## src/rtl/coder_pkg.sv

```systemverilog
// ---------------------------------------------------------------------------
// coder_pkg
// Shared definitions for the coder_n_scan decoder block.
//   mode_t      : 2-bit operating mode (DIRECT, THERMO, SCAN, OFF)
//   MODE_*      : mode encodings as seen on the mode input
// ---------------------------------------------------------------------------
package coder_pkg;

    typedef enum logic [1:0] {
        MODE_DIRECT = 2'b00,
        MODE_THERMO = 2'b01,
        MODE_SCAN   = 2'b10,
        MODE_OFF    = 2'b11
    } mode_t;

endpackage : coder_pkg

```

## src/rtl/scan_prescaler.sv

```systemverilog
// ---------------------------------------------------------------------------
// scan_prescaler
// Step-period counter for the auto-scan mode. Counts enabled cycles
// 0..SCAN_DIV-1 and flags the wrap cycle.
// Ports:
//   clk   : clock, rising edge
//   rst   : asynchronous active-high reset (counter -> 0)
//   en    : count enable; counter holds when low
//   clear : restart the period at 0 (takes priority over en)
//   tick  : high in the enabled cycle in which the counter wraps
// ---------------------------------------------------------------------------
module scan_prescaler #(
    parameter int SCAN_DIV = 4
) (
    input  logic clk,
    input  logic rst,
    input  logic en,
    input  logic clear,
    output logic tick
);

    localparam int CNT_W = (SCAN_DIV > 1) ? $clog2(SCAN_DIV) : 1;
    localparam logic [CNT_W-1:0] CNT_LAST = CNT_W'(SCAN_DIV - 1);

    logic [CNT_W-1:0] cnt_q;
    logic [CNT_W-1:0] cnt_d;

    // Combinational so the top can advance the pointer on the same edge
    // that wraps the counter.
    assign tick = en && !clear && (cnt_q == CNT_LAST);

    always_comb begin
        cnt_d = cnt_q;
        if (clear) begin
            cnt_d = '0;
        end else if (en) begin
            cnt_d = tick ? '0 : cnt_q + CNT_W'(1);
        end
    end

    always_ff @(posedge clk or posedge rst) begin
        if (rst) begin
            cnt_q <= '0;
        end else begin
            cnt_q <= cnt_d;
        end
    end

endmodule : scan_prescaler

```

## src/rtl/coder_n_scan.sv

```systemverilog
// ---------------------------------------------------------------------------
// coder_n_scan
// Registered binary-to-one-hot / thermometer decoder with an auto-scan mode.
// Ports:
//   clk       : clock, rising edge
//   rst       : asynchronous active-high reset
//   en        : enable; when low every register holds (pulses drop)
//   mode      : 00 DIRECT, 01 THERMO, 10 SCAN, 11 OFF
//   index     : binary index, used when load=1
//   load      : one-cycle decode request (DIRECT/THERMO only)
//   result    : registered decoded output, OUT_W = 2**IDX_W bits
//   valid     : one-cycle pulse, result updated by a load
//   scan_idx  : current scan pointer
//   scan_tick : one-cycle pulse, result advanced by the scanner
// Handshake: load is a strobe with no back-pressure; every enabled load in
// DIRECT/THERMO is answered by exactly one valid pulse on the next edge.
// ---------------------------------------------------------------------------
module coder_n_scan
    import coder_pkg::*;
#(
    parameter int IDX_W    = 2,
    parameter int SCAN_DIV = 4
) (
    input  logic                  clk,
    input  logic                  rst,
    input  logic                  en,
    input  logic [1:0]            mode,
    input  logic [IDX_W-1:0]      index,
    input  logic                  load,
    output logic [(2**IDX_W)-1:0] result,
    output logic                  valid,
    output logic [IDX_W-1:0]      scan_idx,
    output logic                  scan_tick
);

    localparam int OUT_W = 2 ** IDX_W;
    localparam logic [OUT_W-1:0] ALL_ONES = '1;
    localparam logic [IDX_W-1:0] IDX_MAX  = IDX_W'(OUT_W - 1);

    mode_t            mode_s;
    mode_t            prev_mode_q, prev_mode_d;
    logic [OUT_W-1:0] result_q, result_d;
    logic             valid_q, valid_d;
    logic [IDX_W-1:0] scan_idx_q, scan_idx_d;
    logic             scan_tick_q, scan_tick_d;

    logic             scan_entry;
    logic             scan_run;
    logic             pre_tick;
    logic [IDX_W-1:0] scan_idx_inc;
    logic [OUT_W-1:0] onehot_load;
    logic [OUT_W-1:0] thermo_load;
    logic [OUT_W-1:0] onehot_scan;

    assign mode_s = mode_t'(mode);

    // Entry is detected against the mode of the last enabled cycle, so
    // toggling en while in SCAN never restarts the scan.
    assign scan_entry = en && (mode_s == MODE_SCAN) && (prev_mode_q != MODE_SCAN);
    assign scan_run   = en && (mode_s == MODE_SCAN) && (prev_mode_q == MODE_SCAN);

    scan_prescaler #(
        .SCAN_DIV (SCAN_DIV)
    ) u_prescaler (
        .clk   (clk),
        .rst   (rst),
        .en    (scan_run),
        .clear (scan_entry),
        .tick  (pre_tick)
    );

    // Shift/mask decode so the width scales with IDX_W.
    assign scan_idx_inc = scan_idx_q + IDX_W'(1);
    assign onehot_load  = OUT_W'(1) << index;
    assign thermo_load  = ALL_ONES >> (IDX_MAX - index);
    assign onehot_scan  = OUT_W'(1) << scan_idx_inc;

    always_comb begin
        prev_mode_d = prev_mode_q;
        result_d    = result_q;
        valid_d     = 1'b0;
        scan_idx_d  = scan_idx_q;
        scan_tick_d = 1'b0;
        if (en) begin
            prev_mode_d = mode_s;
            unique case (mode_s)
                MODE_DIRECT: begin
                    if (load) begin
                        result_d = onehot_load;
                        valid_d  = 1'b1;
                    end
                end
                MODE_THERMO: begin
                    if (load) begin
                        result_d = thermo_load;
                        valid_d  = 1'b1;
                    end
                end
                MODE_SCAN: begin
                    if (scan_entry) begin
                        scan_idx_d  = '0;
                        result_d    = OUT_W'(1);
                        scan_tick_d = 1'b1;
                    end else if (pre_tick) begin
                        // Pointer wraps OUT_W-1 -> 0 by natural overflow.
                        scan_idx_d  = scan_idx_inc;
                        result_d    = onehot_scan;
                        scan_tick_d = 1'b1;
                    end
                end
                MODE_OFF: begin
                    result_d = '0;
                end
                default: begin
                    result_d = '0;
                end
            endcase
        end
    end

    always_ff @(posedge clk or posedge rst) begin
        if (rst) begin
            prev_mode_q <= MODE_OFF;
            result_q    <= '0;
            valid_q     <= 1'b0;
            scan_idx_q  <= '0;
            scan_tick_q <= 1'b0;
        end else begin
            prev_mode_q <= prev_mode_d;
            result_q    <= result_d;
            valid_q     <= valid_d;
            scan_idx_q  <= scan_idx_d;
            scan_tick_q <= scan_tick_d;
        end
    end

    assign result    = result_q;
    assign valid     = valid_q;
    assign scan_idx  = scan_idx_q;
    assign scan_tick = scan_tick_q;

endmodule : coder_n_scan
```

## config.mk

```make
export PLATFORM = sky130hd
export DESIGN_NAME = coder_n_scan
export DESIGN_NICKNAME = d
export VERILOG_FILES = /design/src/rtl/coder_pkg.sv /design/src/rtl/scan_prescaler.sv /design/src/rtl/coder_n_scan.sv
export SDC_FILE = /design/constraint.sdc
export NUM_CORES = 1
export LEC_CHECK = 0
export BUFFER_PORTS_ARGS = -buffer_cell sky130_fd_sc_hd__buf_2
export CAP_MARGIN = 20
export CELL_PAD_IN_SITES_DETAIL_PLACEMENT = 0
export CELL_PAD_IN_SITES_GLOBAL_PLACEMENT = 1
export CORE_MARGIN = 2
export CORE_UTILIZATION = 41
export CTS_BUF_LIST = sky130_fd_sc_hd__clkbuf_8
export DETAILED_ROUTE_END_ITERATION = 16
export MAX_ROUTING_LAYER = met4
export PLACE_DENSITY = 0.88
export SLEW_MARGIN = 20
export SYNTH_ARGS = -nofsm -noshare
export SYNTH_HDL_FRONTEND = slang
export SYNTH_SLANG_ARGS = --single-unit
```

## constraint.sdc

```tcl
create_clock -name clk -period 1.8 [get_ports clk]
set_input_delay 0.36 -clock clk [delete_from_list [all_inputs] [get_ports clk]]
set_output_delay 0.36 -clock clk [all_outputs]
set_load 0.02 [all_outputs]
```

==> results.md <==
* DR vias at 513
* Pwr dens at ~910 nW/um^2
* Reg-to-Reg End: result[0]
* Die H at 44.45 um
* Clock slew at the register clock pins of the worst setup and hold paths at around 0.05 ns
* Req. time, crit path at 1.93 ns
* Seq/Total Area, Yosys at 0.4515
* Num rows at 14
* Ys Warns at 0
* CTS hold repair buffers at 0
* Status: finished clean
* FF-to-FF setup slack at 0.25 ns
* Final period utilization at 0.8638
* Die extent in x at between 40 and 50 um
* Via-per-instance ratio at ~5.2
* Slew @ Worst Pin at between 0.4 and 0.5 ns
* Critical path peak fanout at 7
* Cell Area, Synth at 670.6 sq um
* Vias in the first global route at 510
* Core Box Area at 1524 sq um
* CTS tree: done
* Gates resized, CTS repair at 0
* Total Power at 0.0007463 W
* # IOs at 16
* Diode count at 0
* CP cell instances: ha_1 > nor3b_2 > a21oi_4 > mux2_4
* Unrepaired setup endpoints after global routing: false
* CTS max path bufs at 2
* Drt initial violations at 10
* Wire length per cell at roughly 13 um
* Skew-Pair Late Insertion Delay at roughly 0.24 ns
* Max incr delay on CP at 0.39 ns
* Setup violations, final at 0
* Die footprint at slightly below 2000 sq um
* Worst r2r path cells at 4
* Fin. Hold Viols at 0
* I/O Buffers at 15
* Final WL at between 1 and 1.5 mm
* CP Class: reg2reg
* Max rail drop VDD at 0.3870 mV
* Critical Path Start Type: register
* CTS root buf: clkbuf_8
* Area growth syn-to-layout at 22.39%
* Worst EP arrival at around 1.7 ns
* Min-delay worst type: in2async
* Worst R2R Start: u_prescaler.cnt_q[0]
* TNS Setup at 0 ns
* Final nets at between 90 and 100
* Pin count of the biggest net entering global routing at 13
* First-pass GRT wire length at between 2 and 2.5 mm
* Post-route ant nets at 0
* Crit-path slowest cell: dfrtp_1
* H-tree levels at 1
* Placer Congestion at 0.7645
* Worst Setup End Kind: register
* CTS buffer count at 3
* #FFs+latches synth at 12
* Max Transition Viols Final at 0
* Starting density of the core at 0.4401
* Antenna violations before repair at 0
* Worst rel slew slack at 0.6970
* Final min period at 1.555 ns
* Layout cells sized above 1 at 0.3735
* Post-synth net total at 77
* Global-route usage over all layers at 0.1732
* Cells after synthesis at 64
* Residual DRC at 0
* Synth cell types at 29
* Initial DRT Pass Iterations at 4
* Max cap viols at 0
* Leakage power at roughly 0.4 nW
* Clock skew at 0.0006944 ns
* Avg Cell Area, Syn at 10.48 sq um
* F_max at approximately 640 MHz
* Clk sinks at 12
* Placed wire-length estimate at about 950 um
* Postcts setup bufs at 0
* Remaining Overflow, GRT at 0
-- worst max-delay path by stage --
stage / start / end / slack (ns)
2_1_floorplan: scan_idx[0] / result[0] / 0.37
3_3_place_gp: u_prescaler.cnt_q[0] / result[0] / 0.33
3_5_place_dp: u_prescaler.cnt_q[0] / result[0] / 0.26
4_1_cts: u_prescaler.cnt_q[0] / result[0] / 0.25
5_1_grt: u_prescaler.cnt_q[0] / result[0] / 0.18
6_report: u_prescaler.cnt_q[0] / result[0] / 0.25
-- sequential cells by signal (all words and copies together) (netlist names) --
name / flops
valid: 1
scan_idx: 2
prev_mode_q: 2
u_prescaler.cnt_q: 2
scan_tick: 1
result: 4
-- area by class of cell --
cell class / instances / area, sq um
multi-input combinational: 47 / 349.1
timing repair buffer: 15 / 75.07
tap: 16 / 20.02
fill: 141 / 703.2
inverter: 5 / 18.77
clock buffer: 4 / 55.05
sequential: 12 / 302.8
-- worst max-delay path: cells and delay by family, from the launching register on --
family,cells,cell delay (ns)
flip-flops,1,0.39
multiplexers,1,0.31
AO/OA/AOI/OAI,1,0.15
adder cells (fa/ha/maj),1,0.24
AND/OR/NAND/NOR,1,0.35
-- cells in the final DEF (no fill, tap or decap) --
master	instances
buf_2	15
dfrtp_1	10
nor2_1	6
nand2_1	6
inv_1	5
ha_1	5
a21oi_1	4
clkbuf_8	4
o21ai_0	3
mux2_2	2
nand3_1	2
dfstp_2	2
nor3_1	1
nand2b_1	1
or2b_1	1
a211oi_1	1
and2b_4	1
nor3b_2	1
o21ai_2	1
a21oi_4	1
mux2_4	1
a21boi_4	1
mux2i_1	1
and2b_2	1
a31oi_1	1
and2_1	1
nor2b_1	1
o22ai_1	1
and3b_2	1
a22oi_1	1
o21ai_1	1
-- power by group --
part / internal, W / switching [W]
registers: 0.000301 / 0.0000164
logic: 0.0000565 / 0.0000786
clock network: 0.000193 / 0.000100
-- Yosys cell counts --
cell type / number / share of area
and2b_4: 1 / 0.015
o21ai_2: 1 / 0.013
dfrtp_1: 10 / 0.37
a21oi_4: 1 / 0.024
a21oi_1: 4 / 0.030
nand3_1: 2 / 0.015
a22oi_1: 1 / 0.011
mux2_2: 2 / 0.034
mux2i_1: 1 / 0.015
or2b_1: 1 / 0.011
a211oi_1: 1 / 0.011
nor3_1: 1 / 0.0075
and2b_2: 1 / 0.013
a31oi_1: 1 / 0.0093
dfstp_2: 2 / 0.078
nor2_1: 6 / 0.034
o21ai_1: 1 / 0.0075
a21boi_4: 1 / 0.028
and3b_2: 1 / 0.015
o22ai_1: 1 / 0.0093
o21ai_0: 3 / 0.022
nor2b_1: 1 / 0.0093
nand2b_1: 1 / 0.0093
inv_1: 5 / 0.028
ha_1: 5 / 0.093
and2_1: 1 / 0.0093
mux2_4: 1 / 0.022
nor3b_2: 1 / 0.019
nand2_1: 6 / 0.034
-- through the flow --
stage | hold WS, ns | worst slack (ns) | instances | cell area [sq um] | util
finish | 0.1156 | 0.2451 | 99 | 820.8 | 0.5386
CTS | 0.1392 | 0.2497 | 99 | 820.8 | 0.5386
floorplan | 0.2233 | 0.3692 | 64 | 670.6 | -
global placement | 0.3859 | 0.3314 | 95 | 765.7 | 0.5025
global route | 0.1829 | 0.1792 | 99 | 820.8 | 0.5386
detailed placement | 0.3996 | 0.2588 | 95 | 765.7 | 0.5025
-- metal layers --
layer	up-vias	global-route usage	wire length, um
met1	237	0.1934	567
met2	15	0.2706	639
met5	-	-	0
li1	257	-	-
met4	0	0.1091	31
met3	4	0.04898	63
-- kinds of logic (layout without fill, tap and decap cells) --
| kind of cell | count (synthesis) | after routing | synth area share |
|---|---|---|---|
| compound gates | 15 | 15 | 0.1661 |
| mux | 4 | 4 | 0.07089 |
| fa+ha+maj | 5 | 5 | 0.09328 |
| flops | 12 | 12 | 0.4515 |
| simple gates | 23 | 23 | 0.1903 |
| buf+inv | 5 | 24 | 0.02799 |
No activity file was read; power rests on OpenSTA's default activity.
